<file path="src/rtl/axis_pkg.sv">
// Shared constants and helpers for the AXI-Stream width converters.
package axis_pkg;

    localparam int PKT_CNT_W = 16;

    // Lane index width; a single-lane converter still gets a 1-bit index.
    function automatic int lane_idx_w(input int ratio);
        int w;
        w = $clog2(ratio);
        return (w < 1) ? 1 : w;
    endfunction

endpackage

</file>
<file path="src/rtl/axis_upsizer_if.sv">
// Narrow input stream plus wide packed output stream of the upsizer.
// The slave modport is the converter's view; master is the surrounding logic.
interface axis_upsizer_if #(
    parameter int DATA_WIDTH = 8,
    parameter int RATIO      = 4
);
    localparam int OUT_WIDTH = DATA_WIDTH * RATIO;

    logic [DATA_WIDTH-1:0] s_axis_tdata;
    logic                  s_axis_tvalid;
    logic                  s_axis_tlast;
    logic                  s_axis_tready;

    logic [OUT_WIDTH-1:0]  m_axis_tdata;
    logic [RATIO-1:0]      m_axis_tkeep;
    logic                  m_axis_tlast;
    logic                  m_axis_tvalid;
    logic                  m_axis_tready;

    modport slave (
        input  s_axis_tdata, s_axis_tvalid, s_axis_tlast,
        output s_axis_tready,
        output m_axis_tdata, m_axis_tkeep, m_axis_tlast, m_axis_tvalid,
        input  m_axis_tready
    );

    modport master (
        output s_axis_tdata, s_axis_tvalid, s_axis_tlast,
        input  s_axis_tready,
        input  m_axis_tdata, m_axis_tkeep, m_axis_tlast, m_axis_tvalid,
        output m_axis_tready
    );

endinterface

</file>
<file path="src/rtl/axis_upsizer.sv">
// Packs RATIO narrow beats little-endian into one wide word; tlast flushes a partial word.
// Latency: output valid 1 cycle after the completing input beat; full input throughput.
// Backpressure: input stalls only while a held output word is not being accepted.
module axis_upsizer
    import axis_pkg::*;
#(
    parameter int DATA_WIDTH = 8,
    parameter int RATIO      = 4
) (
    input  logic                 aclk,
    input  logic                 areset,
    axis_upsizer_if.slave        bus,
    output logic [PKT_CNT_W-1:0] pkt_count
);

    localparam int                OUT_WIDTH = DATA_WIDTH * RATIO;
    localparam int                LANE_W    = lane_idx_w(RATIO);
    localparam logic [LANE_W-1:0] LAST_LANE = LANE_W'(RATIO - 1);

    logic [LANE_W-1:0]    idx_q,  idx_d;
    logic [OUT_WIDTH-1:0] data_q, data_d;
    logic [RATIO-1:0]     keep_q, keep_d;
    logic                 last_q, last_d;
    logic                 vld_q,  vld_d;
    logic [PKT_CNT_W-1:0] cnt_q,  cnt_d;

    logic s_rdy;
    logic in_acc;
    logic out_acc;
    logic word_done;

    // Input may load whenever the output register is empty or draining this cycle.
    assign s_rdy     = !areset && (!vld_q || bus.m_axis_tready);
    assign in_acc    = bus.s_axis_tvalid && s_rdy;
    assign out_acc   = vld_q && bus.m_axis_tready;
    assign word_done = in_acc && ((idx_q == LAST_LANE) || bus.s_axis_tlast);

    always_comb begin
        idx_d  = idx_q;
        data_d = data_q;
        keep_d = keep_q;
        last_d = last_q;
        vld_d  = vld_q;
        cnt_d  = cnt_q;

        if (out_acc) begin
            vld_d = 1'b0;
            if (last_q) begin
                cnt_d = cnt_q + 1'b1;
            end
        end

        if (in_acc) begin
            // Lane 0 starts a new word, so stale lanes from the previous word are wiped.
            if (idx_q == '0) begin
                data_d = '0;
                keep_d = '0;
            end
            data_d[int'(idx_q)*DATA_WIDTH +: DATA_WIDTH] = bus.s_axis_tdata;
            keep_d[idx_q] = 1'b1;
            if (word_done) begin
                vld_d  = 1'b1;
                last_d = bus.s_axis_tlast;
                idx_d  = '0;
            end else begin
                idx_d  = idx_q + 1'b1;
            end
        end
    end

    always_ff @(posedge aclk) begin
        if (areset) begin
            idx_q  <= '0;
            data_q <= '0;
            keep_q <= '0;
            last_q <= 1'b0;
            vld_q  <= 1'b0;
            cnt_q  <= '0;
        end else begin
            idx_q  <= idx_d;
            data_q <= data_d;
            keep_q <= keep_d;
            last_q <= last_d;
            vld_q  <= vld_d;
            cnt_q  <= cnt_d;
        end
    end

    assign bus.s_axis_tready = s_rdy;
    assign bus.m_axis_tdata  = data_q;
    assign bus.m_axis_tkeep  = keep_q;
    assign bus.m_axis_tlast  = last_q;
    assign bus.m_axis_tvalid = vld_q;
    assign pkt_count         = cnt_q;

endmodule

</file>
<file path="src/flat_wrapper.sv">
// flat-port wrapper written by rule: the top's interface ports become plain ports
module axis_upsizer_flat import axis_pkg::*;
#(
    parameter int DATA_WIDTH = 8,
    parameter int RATIO      = 4
)
  (aclk, areset, pkt_count, bus_s_axis_tdata, bus_s_axis_tvalid, bus_s_axis_tlast, bus_s_axis_tready, bus_m_axis_tdata, bus_m_axis_tkeep, bus_m_axis_tlast, bus_m_axis_tvalid, bus_m_axis_tready);
  axis_upsizer_if #(.DATA_WIDTH(DATA_WIDTH), .RATIO(RATIO)) bus_i ();
  input  logic aclk;
  input  logic areset;
  output logic [PKT_CNT_W-1:0] pkt_count;
  input wire logic [$bits(bus_i.s_axis_tdata)-1:0] bus_s_axis_tdata;
  input wire logic [$bits(bus_i.s_axis_tvalid)-1:0] bus_s_axis_tvalid;
  input wire logic [$bits(bus_i.s_axis_tlast)-1:0] bus_s_axis_tlast;
  output wire logic [$bits(bus_i.s_axis_tready)-1:0] bus_s_axis_tready;
  output wire logic [$bits(bus_i.m_axis_tdata)-1:0] bus_m_axis_tdata;
  output wire logic [$bits(bus_i.m_axis_tkeep)-1:0] bus_m_axis_tkeep;
  output wire logic [$bits(bus_i.m_axis_tlast)-1:0] bus_m_axis_tlast;
  output wire logic [$bits(bus_i.m_axis_tvalid)-1:0] bus_m_axis_tvalid;
  input wire logic [$bits(bus_i.m_axis_tready)-1:0] bus_m_axis_tready;
  assign bus_i.s_axis_tdata = bus_s_axis_tdata;
  assign bus_i.s_axis_tvalid = bus_s_axis_tvalid;
  assign bus_i.s_axis_tlast = bus_s_axis_tlast;
  assign bus_s_axis_tready = bus_i.s_axis_tready;
  assign bus_m_axis_tdata = bus_i.m_axis_tdata;
  assign bus_m_axis_tkeep = bus_i.m_axis_tkeep;
  assign bus_m_axis_tlast = bus_i.m_axis_tlast;
  assign bus_m_axis_tvalid = bus_i.m_axis_tvalid;
  assign bus_i.m_axis_tready = bus_m_axis_tready;
  axis_upsizer #(.DATA_WIDTH(DATA_WIDTH), .RATIO(RATIO)) u_core (.aclk(aclk), .areset(areset), .bus(bus_i), .pkt_count(pkt_count));
endmodule
</file>
<file path="config.mk">
export PLATFORM = sky130hd
export DESIGN_NAME = axis_upsizer_flat
export DESIGN_NICKNAME = d
export VERILOG_FILES = /design/src/rtl/axis_pkg.sv /design/src/rtl/axis_upsizer_if.sv /design/src/rtl/axis_upsizer.sv /design/src/flat_wrapper.sv
export SDC_FILE = /design/constraint.sdc
export NUM_CORES = 1
export LEC_CHECK = 0
export CAP_MARGIN = 15
export CORE_MARGIN = 2
export CORE_UTILIZATION = 40
export DETAILED_ROUTE_END_ITERATION = 10
export DONT_BUFFER_PORTS = 1
export GPL_TIMING_DRIVEN = 0
export PLACE_DENSITY = 0.52
export SLEW_MARGIN = 20
export SYNTH_ARGS = -nofsm -noshare
export SYNTH_HDL_FRONTEND = slang
export SYNTH_SLANG_ARGS = --single-unit
export TNS_END_PERCENT = 100
</file>
<file path="constraint.sdc">
create_clock -name aclk -period 2 [get_ports aclk]
set_input_delay 0.3 -clock aclk [delete_from_list [all_inputs] [get_ports aclk]]
set_output_delay 0.3 -clock aclk [all_outputs]
set_load 0.05 [all_outputs]
</file>
==> summary.txt, run 1 <==
run status - complete, no violations
Detail Route Antenna Nets - 0
final worst slack - 0.101 ns
average wire per standard cell - 17.3 um
Syn Inst Count - 253
RSZ-0062 raised after global routing - false
I/O Buffers - 0
Leak Pwr - 0.840 nW
final wirelength - 5.72 mm
non-filler instance count after layout - 330
Final HPWL DP - 4.04 mm
highest clock rate - 527 MHz
Pre-antenna DRT Iters - 4
post-synthesis net count - 272
cell area after synthesis - 2260 sq um
CTS hold repair buffers - 0
Slew Limit Fails - 0
reg2reg setup slack - 0.10 ns
Final Instance Area - 2510 sq um
Fin. Hold Viols - 0
period utilisation layout - 0.950
Max-Cap Viols - 0
CP arrival - 2.14 ns
largest net degree at the start of global routing - 20
CTS tree - built
R2R depth - 4
Netlist cell types - 34
EDFF count, synth - 0
Setup Skew - 0.00899 ns
HP Class - input pin to register
area growth from synthesis to layout - 11.2%
Top Ports - 68
worst-margin pin slew - 0.915 ns
grt total ovfl - 0
CTS Root Cell - clkbuf_8
proportion of layout cells with a drive suffix above 1 - 0.155
antenna violations before repair - 0
Worst-Skew Late Latency - 0.31 ns
CTS clk-pin slew, worst paths - 0.11 ns
Startpoint Class - register
Synth warnings - 0
GPL Wtd Cong - 0.763
Reg-to-Reg End - u_core.pkt_count[15]
Setup CP Type - register to register
dpl ws - -0.247 ns
Worst setup endpoint - u_core.pkt_count[15]
ratio of total power to cell area - 781 nW/um^2
core area - 5470 sq um
Area after DPL - 2360 sq um
Max IR drop VDD - 356 uV
# clock sinks - 56
Clock Path Buffers - 2
sequential area share after synthesis - 0.496
fin crit period - 1.90 ns
DRC viols - 0
vias in the first global route - 1708
synthesized area per cell - 8.94 sq um
ys async rst share - 0
first-pass GRT wire length - 9.14 mm
FP Rows - 27
fillers - 568
Post-synth top flop - dfxtp_1
power after layout - 1.96 mW
die height - 79.2 um
Slew headroom - 0.387
Placed Instances - 325
GRT Util Overall - 0.186
First DRT Iteration DRCs - 85
Die ar. - 6270 sq um
Via density - 5.62
Hold Slack - 0.106 ns
Net count, final - 276
Die W - 79.2 um
Setup-failing EPs final - 0
TritonCTS Buffers - 5
antenna cell count - 0
Worst EP required - 2.24 ns
Setup crit end kind - register
starting density of the core - 0.413
crit path from - u_core.pkt_count[6]
synthesized flop and latch total - 56
Max FO, Critical Path - 4
depth of the CTS H-tree - 2
via count - 1853
worst r2r src - u_core.pkt_count[6]
==> cells in the mapped netlist (all sizes together), types with 3 or more instances <==
master,instances,share of area
nor3,5,0.015
or3,4,0.011
nor2,12,0.020
nand4,6,0.019
inv,8,0.013
and3,3,0.0089
a21oi,31,0.069
o31ai,3,0.010
xor2,3,0.012
ha,6,0.033
or2,4,0.011
clkbuf,11,0.019
a22o,16,0.062
xnor2,5,0.019
or4,3,0.012
nand3,30,0.066
o21ai,9,0.020
nand2,26,0.043
dfxtp,56,0.50
and4,5,0.020
==> cell families (layout without fill, tap and decap cells) <==
family | count (synthesis) | count (layout) | share of synthesized area
flip-flops | 56 | 56 | 0.496
AND/OR/NAND/NOR | 101 | 101 | 0.235
adder cells (fa/ha/maj) | 6 | 6 | 0.0332
AO/OA/AOI/OAI | 62 | 62 | 0.170
buffers and inverters | 20 | 25 | 0.0343
XOR/XNOR | 8 | 8 | 0.0310
==> critical path, stage by stage, from the launching register on <==
cell	delay [ns]
dfxtp_2	0.54
nand4_2	0.20
or4_4	0.58
or3_1	0.35
a21oi_1	0.14
==> cell type report <==
type | instances | area (sq um) | area share
multi-input cells | 177 | 1090 | 0.433
clock buffers | 5 | 68.8 | 0.0274
plain buffers | 8 | 32.5 | 0.0129
inverters | 8 | 30.0 | 0.0119
well taps | 72 | 90.1 | 0.0358
clock inverters | 3 | 26.3 | 0.0105
repair buffers | 1 | 20.0 | 0.00796
flip-flops and latches | 56 | 1160 | 0.460
==> worst min path at each step <==
stage	start	endpoint	slack, ns	cells past startpoint
floorplan	bus_s_axis_tdata[0]	u_core.bus.m_axis_tdata[0]	0.43	1
global placement	bus_s_axis_tdata[3]	u_core.bus.m_axis_tdata[27]	0.43	1
detailed placement	bus_s_axis_tdata[0]	u_core.bus.m_axis_tdata[0]	0.44	1
CTS	bus_s_axis_tlast	u_core.bus.m_axis_tlast	0.09	2
global route	bus_s_axis_tdata[1]	u_core.bus.m_axis_tdata[1]	0.08	1
finish	bus_s_axis_tlast	u_core.bus.m_axis_tlast	0.11	2
==> stage by stage <==
stage | setup TNS (ns) | utilization
global placement | -3.46 | 0.430
floorplan | 0 | -
global route | 0 | 0.459
detailed placement | -3.55 | 0.430
CTS | 0 | 0.454
finish | 0 | 0.459
==> layout by cell type (no fill, tap or decap), types with 4 or more instances in the layout <==
cell and instances:
nand2_1 26, a21oi_1 31, dfxtp_2 11, xnor2_1 5
nand3_1 30, clkbuf_8 5, o21ai_0 9, clkbuf_1 6
a22o_1 16, dfxtp_1 39, nor2_1 12, or3_1 4
inv_1 8, ha_1 5, dfxtp_4 6, nand4_1 5
and4_1 4
==> routing by layer <==
layer  track usage  vias up  routed length, um
met2         0.272       50               2530
li1              -      914                  -
met3        0.0648        2                369
met5             0        -                  0
met1         0.261      887               2800
met4        0.0517        0                 31
==> registers in the layout (all words and copies together) (netlist names), named ones only <==
register / count
u_core.bus.m_axis_tvalid: 1
u_core.bus.m_axis_tkeep: 2
u_core.bus.m_axis_tdata: 32
u_core.bus.m_axis_tlast: 1
u_core.pkt_count: 16
u_core.idx_q: 2
==> what timing repair did <==
| item | CTS | global route |
|---|---|---|
| buffers inserted | 0 | 1 |
| endpoints found under the setup margin | 31 | 28 |
| gates resized for setup | 14 | 10 |
| pin swaps | 0 | 3 |
==> power by group <==
part / internal [mW] / total [mW] / switching, mW / leakage (nW)
registers: 1.13 / 1.20 / 0.0742 / 0.463
clock network: 0.256 / 0.652 / 0.396 / 0.0423
logic: 0.0326 / 0.113 / 0.0800 / 0.335
total: 1.41 / 1.96 / 0.550 / 0.840
No activity file was read; power rests on OpenSTA's default activity.
==> run 2: changes to the inputs <==
--- a/config.mk
+++ b/config.mk
@@ -12,7 +12,7 @@
 export DONT_BUFFER_PORTS = 1
 export GPL_TIMING_DRIVEN = 0
 export PLACE_DENSITY = 0.52
-export SLEW_MARGIN = 20
+export SLEW_MARGIN = 15
 export SYNTH_ARGS = -nofsm -noshare
 export SYNTH_HDL_FRONTEND = slang
 export SYNTH_SLANG_ARGS = --single-unit
==> results of run 2 <==
The final DEF is identical to that of run 1; final timing and power are the same.
==> run 3: changes to the inputs <==
--- a/config.mk
+++ b/config.mk
@@ -12,6 +12,7 @@
 export DONT_BUFFER_PORTS = 1
 export GPL_TIMING_DRIVEN = 0
 export PLACE_DENSITY = 0.52
+export REMOVE_ABC_BUFFERS = 1
 export SLEW_MARGIN = 15
 export SYNTH_ARGS = -nofsm -noshare
 export SYNTH_HDL_FRONTEND = slang
==> run 3 against run 2 <==
  * Clock-buffer cell count stayed put
  * Critical path depth is 3 higher
  * Sequential share of layout area is 0.92 points higher
  * Final area is 2.4% lower
  * Power is 0.21% lower
  * Clock power is 3% higher
  * Clock skew is 0.0014 ns lower
  * First-iteration DRC count is 1.2% lower
==> summary.txt, run 3 (synthesized netlist as in run 1, its figures left out) <==
CTS clk-pin slew, worst paths - 0.11 ns (about the same)
first-pass GRT wire length - 8.67 mm (was 9.14 mm)
# clock sinks - 56 (unchanged)
CTS Root Cell - clkbuf_8 (unchanged)
proportion of layout cells with a drive suffix above 1 - 0.152 (was 0.155)
Via density - 5.56 (was 5.62)
dpl ws - -0.199 ns (was -0.247 ns)
Top Ports - 68 (unchanged)
First DRT Iteration DRCs - 84 (was 85)
DRC viols - 0 (unchanged)
final wirelength - 5.29 mm (was 5.72 mm)
Clock Path Buffers - 2 (unchanged)
Worst EP required - 2.26 ns (was 2.24 ns)
CTS tree - built (unchanged)
period utilisation layout - 0.943 (was 0.950)
largest net degree at the start of global routing - 43 (was 20)
vias in the first global route - 1731 (was 1708)
die height - 79.2 um (unchanged)
cells along the critical path - inv_1 -> ha_2 -> nand2_1 -> nor3_4 -> buf_4 -> nand3_1 -> a21oi_1 (was nand4_2 -> or4_4 -> or3_1 -> a21oi_1)
I/O Buffers - 0 (unchanged)
ratio of total power to cell area - 799 nW/um^2 (was 781 nW/um^2)
via count - 1790 (was 1853)
Die W - 79.2 um (unchanged)
Startpoint Class - register (unchanged)
area growth from synthesis to layout - 8.52% (was 11.2%)
fin crit period - 1.89 ns (was 1.90 ns)
FP Rows - 27 (unchanged)
Die ar. - 6270 sq um (unchanged)
HP Class - input pin to register (unchanged)
Setup CP Type - register to register (unchanged)
Worst-Skew Late Latency - 0.32 ns (was 0.31 ns)
Setup Skew - 0.00761 ns (was 0.00899 ns)
antenna violations before repair - 0 (unchanged)
Pre-antenna DRT Iters - 4 (unchanged)
Max-Cap Viols - 0 (unchanged)
fillers - 563 (was 568)
Max IR drop VDD - 469 uV (was 356 uV)
grt total ovfl - 0 (unchanged)
sum of buffers and inverters on the critical path - 2 (was 0)
GRT Util Overall - 0.178 (was 0.186)
run status - complete, no violations (unchanged)
CP arrival - 2.15 ns (was 2.14 ns)
average wire per standard cell - 16.4 um (was 17.3 um)
Slew headroom - 0.493 (was 0.387)
Slew Limit Fails - 0 (unchanged)
Fin. Hold Viols - 0 (unchanged)
most common cell after layout, fill and taps aside - dfxtp_1 (unchanged)
starting density of the core - 0.413 (unchanged)
Worst path slowest cell - ha_2 (was or4_4)
GPL Wtd Cong - 0.731 (was 0.763)
commonest non-fill, non-tap cells in the layout - dfxtp_1, a21oi_1, nand3_1, nand2_1, a22o_1 (unchanged)
Detail Route Antenna Nets - 0 (unchanged)
final worst slack - 0.114 ns (was 0.101 ns)
final core utilization - 0.448 (was 0.459)
Setup crit end kind - register (unchanged)
Final HPWL DP - 3.67 mm (was 4.04 mm)
Max FO, Critical Path - 8 (was 4)
family with the most delay on the worst path - simple AND/OR/NAND/NOR gates (unchanged)
depth of the CTS H-tree - 2 (unchanged)
worst-margin pin slew - 0.757 ns (was 0.915 ns)
TritonCTS Buffers - 5 (unchanged)
Setup-failing EPs final - 0 (unchanged)
highest clock rate - 530 MHz (was 527 MHz)
max reg flops - 32 (unchanged)
Net count, final - 268 (was 276)
antenna cell count - 0 (unchanged)
Leak Pwr - 0.828 nW (was 0.840 nW)
max incr delay on CP - 0.43 ns (was 0.58 ns)
power after layout - 1.96 mW (about the same)
RSZ-0062 raised after global routing - true (was false)
core area - 5470 sq um (unchanged)
[run 3: final timing paths]
kind	slack [ns]	startpoint	endpoint	depth (start not counted)
setup / recovery	0.11	u_core.idx_q[0]	u_core.bus.m_axis_tdata[15]	7
hold / removal	0.04	areset	u_core.idx_q[0]	1
setup reg to reg	0.11	u_core.idx_q[0]	u_core.bus.m_axis_tdata[15]	7
hold reg to reg	0.51	u_core.idx_q[0]	u_core.idx_q[0]	2
[run 3: what timing repair did]
action | in CTS | in global routing
resized for setup | 13 | 11
hold buffers | 0 | 0
setup buffers | 0 | 1
endpoints found under the setup margin | 31 | 28
pin swaps | 0 | 1
[run 3: power by group]
part | internal, mW | switching, mW
Combinational | 0.0287 | 0.0571
Clock | 0.265 | 0.407
Sequential | 1.13 | 0.0740
[run 3: layout make-up]
| type | count | area [sq um] | share of cell area |
|---|---|---|---|
| flip-flops and latches | 56 | 1150 | 0.470 |
| multi-input cells | 177 | 1080 | 0.439 |
| well taps | 72 | 90.1 | 0.0367 |
| clock buffers | 5 | 68.8 | 0.0280 |
| inverters | 8 | 30.0 | 0.0122 |
| clock inverters | 3 | 28.8 | 0.0117 |
| repair buffers | 1 | 7.51 | 0.00306 |
[run 3: worst register-to-register path, delay by kind of cell, from the launching register on]
kind | cells | cell delay [ns]
AO/OA/AOI/OAI | 1 | 0.14
adder cells (fa/ha/maj) | 1 | 0.43
buffers and inverters | 2 | 0.34
flip-flops | 1 | 0.40
AND/OR/NAND/NOR | 3 | 0.53
[run 3: stage by stage]
| stage | instances | hold WS, ns | area, sq um | setup TNS, ns |
|---|---|---|---|---|
| after detailed placement | 313 | 0.374 | 2300 | -2.05 |
| after CTS | 321 | 0.0201 | 2420 | 0 |
| after global placement | 313 | 0.373 | 2300 | -2.13 |
| after floorplan | 241 | 0.369 | 2210 | -0.0277 |
| final | 322 | 0.0354 | 2450 | 0 |
| after global routing | 322 | 0.0146 | 2450 | -0.421 |
[run 3: metal layers]
layer | vias to the layer above | routed length, um | global-route usage
li1 | 899 | - | -
met5 | - | 0 | 0
met2 | 51 | 2400 | 0.276
met4 | 0 | 84 | 0.0569
met1 | 832 | 2350 | 0.220
met3 | 8 | 448 | 0.0807
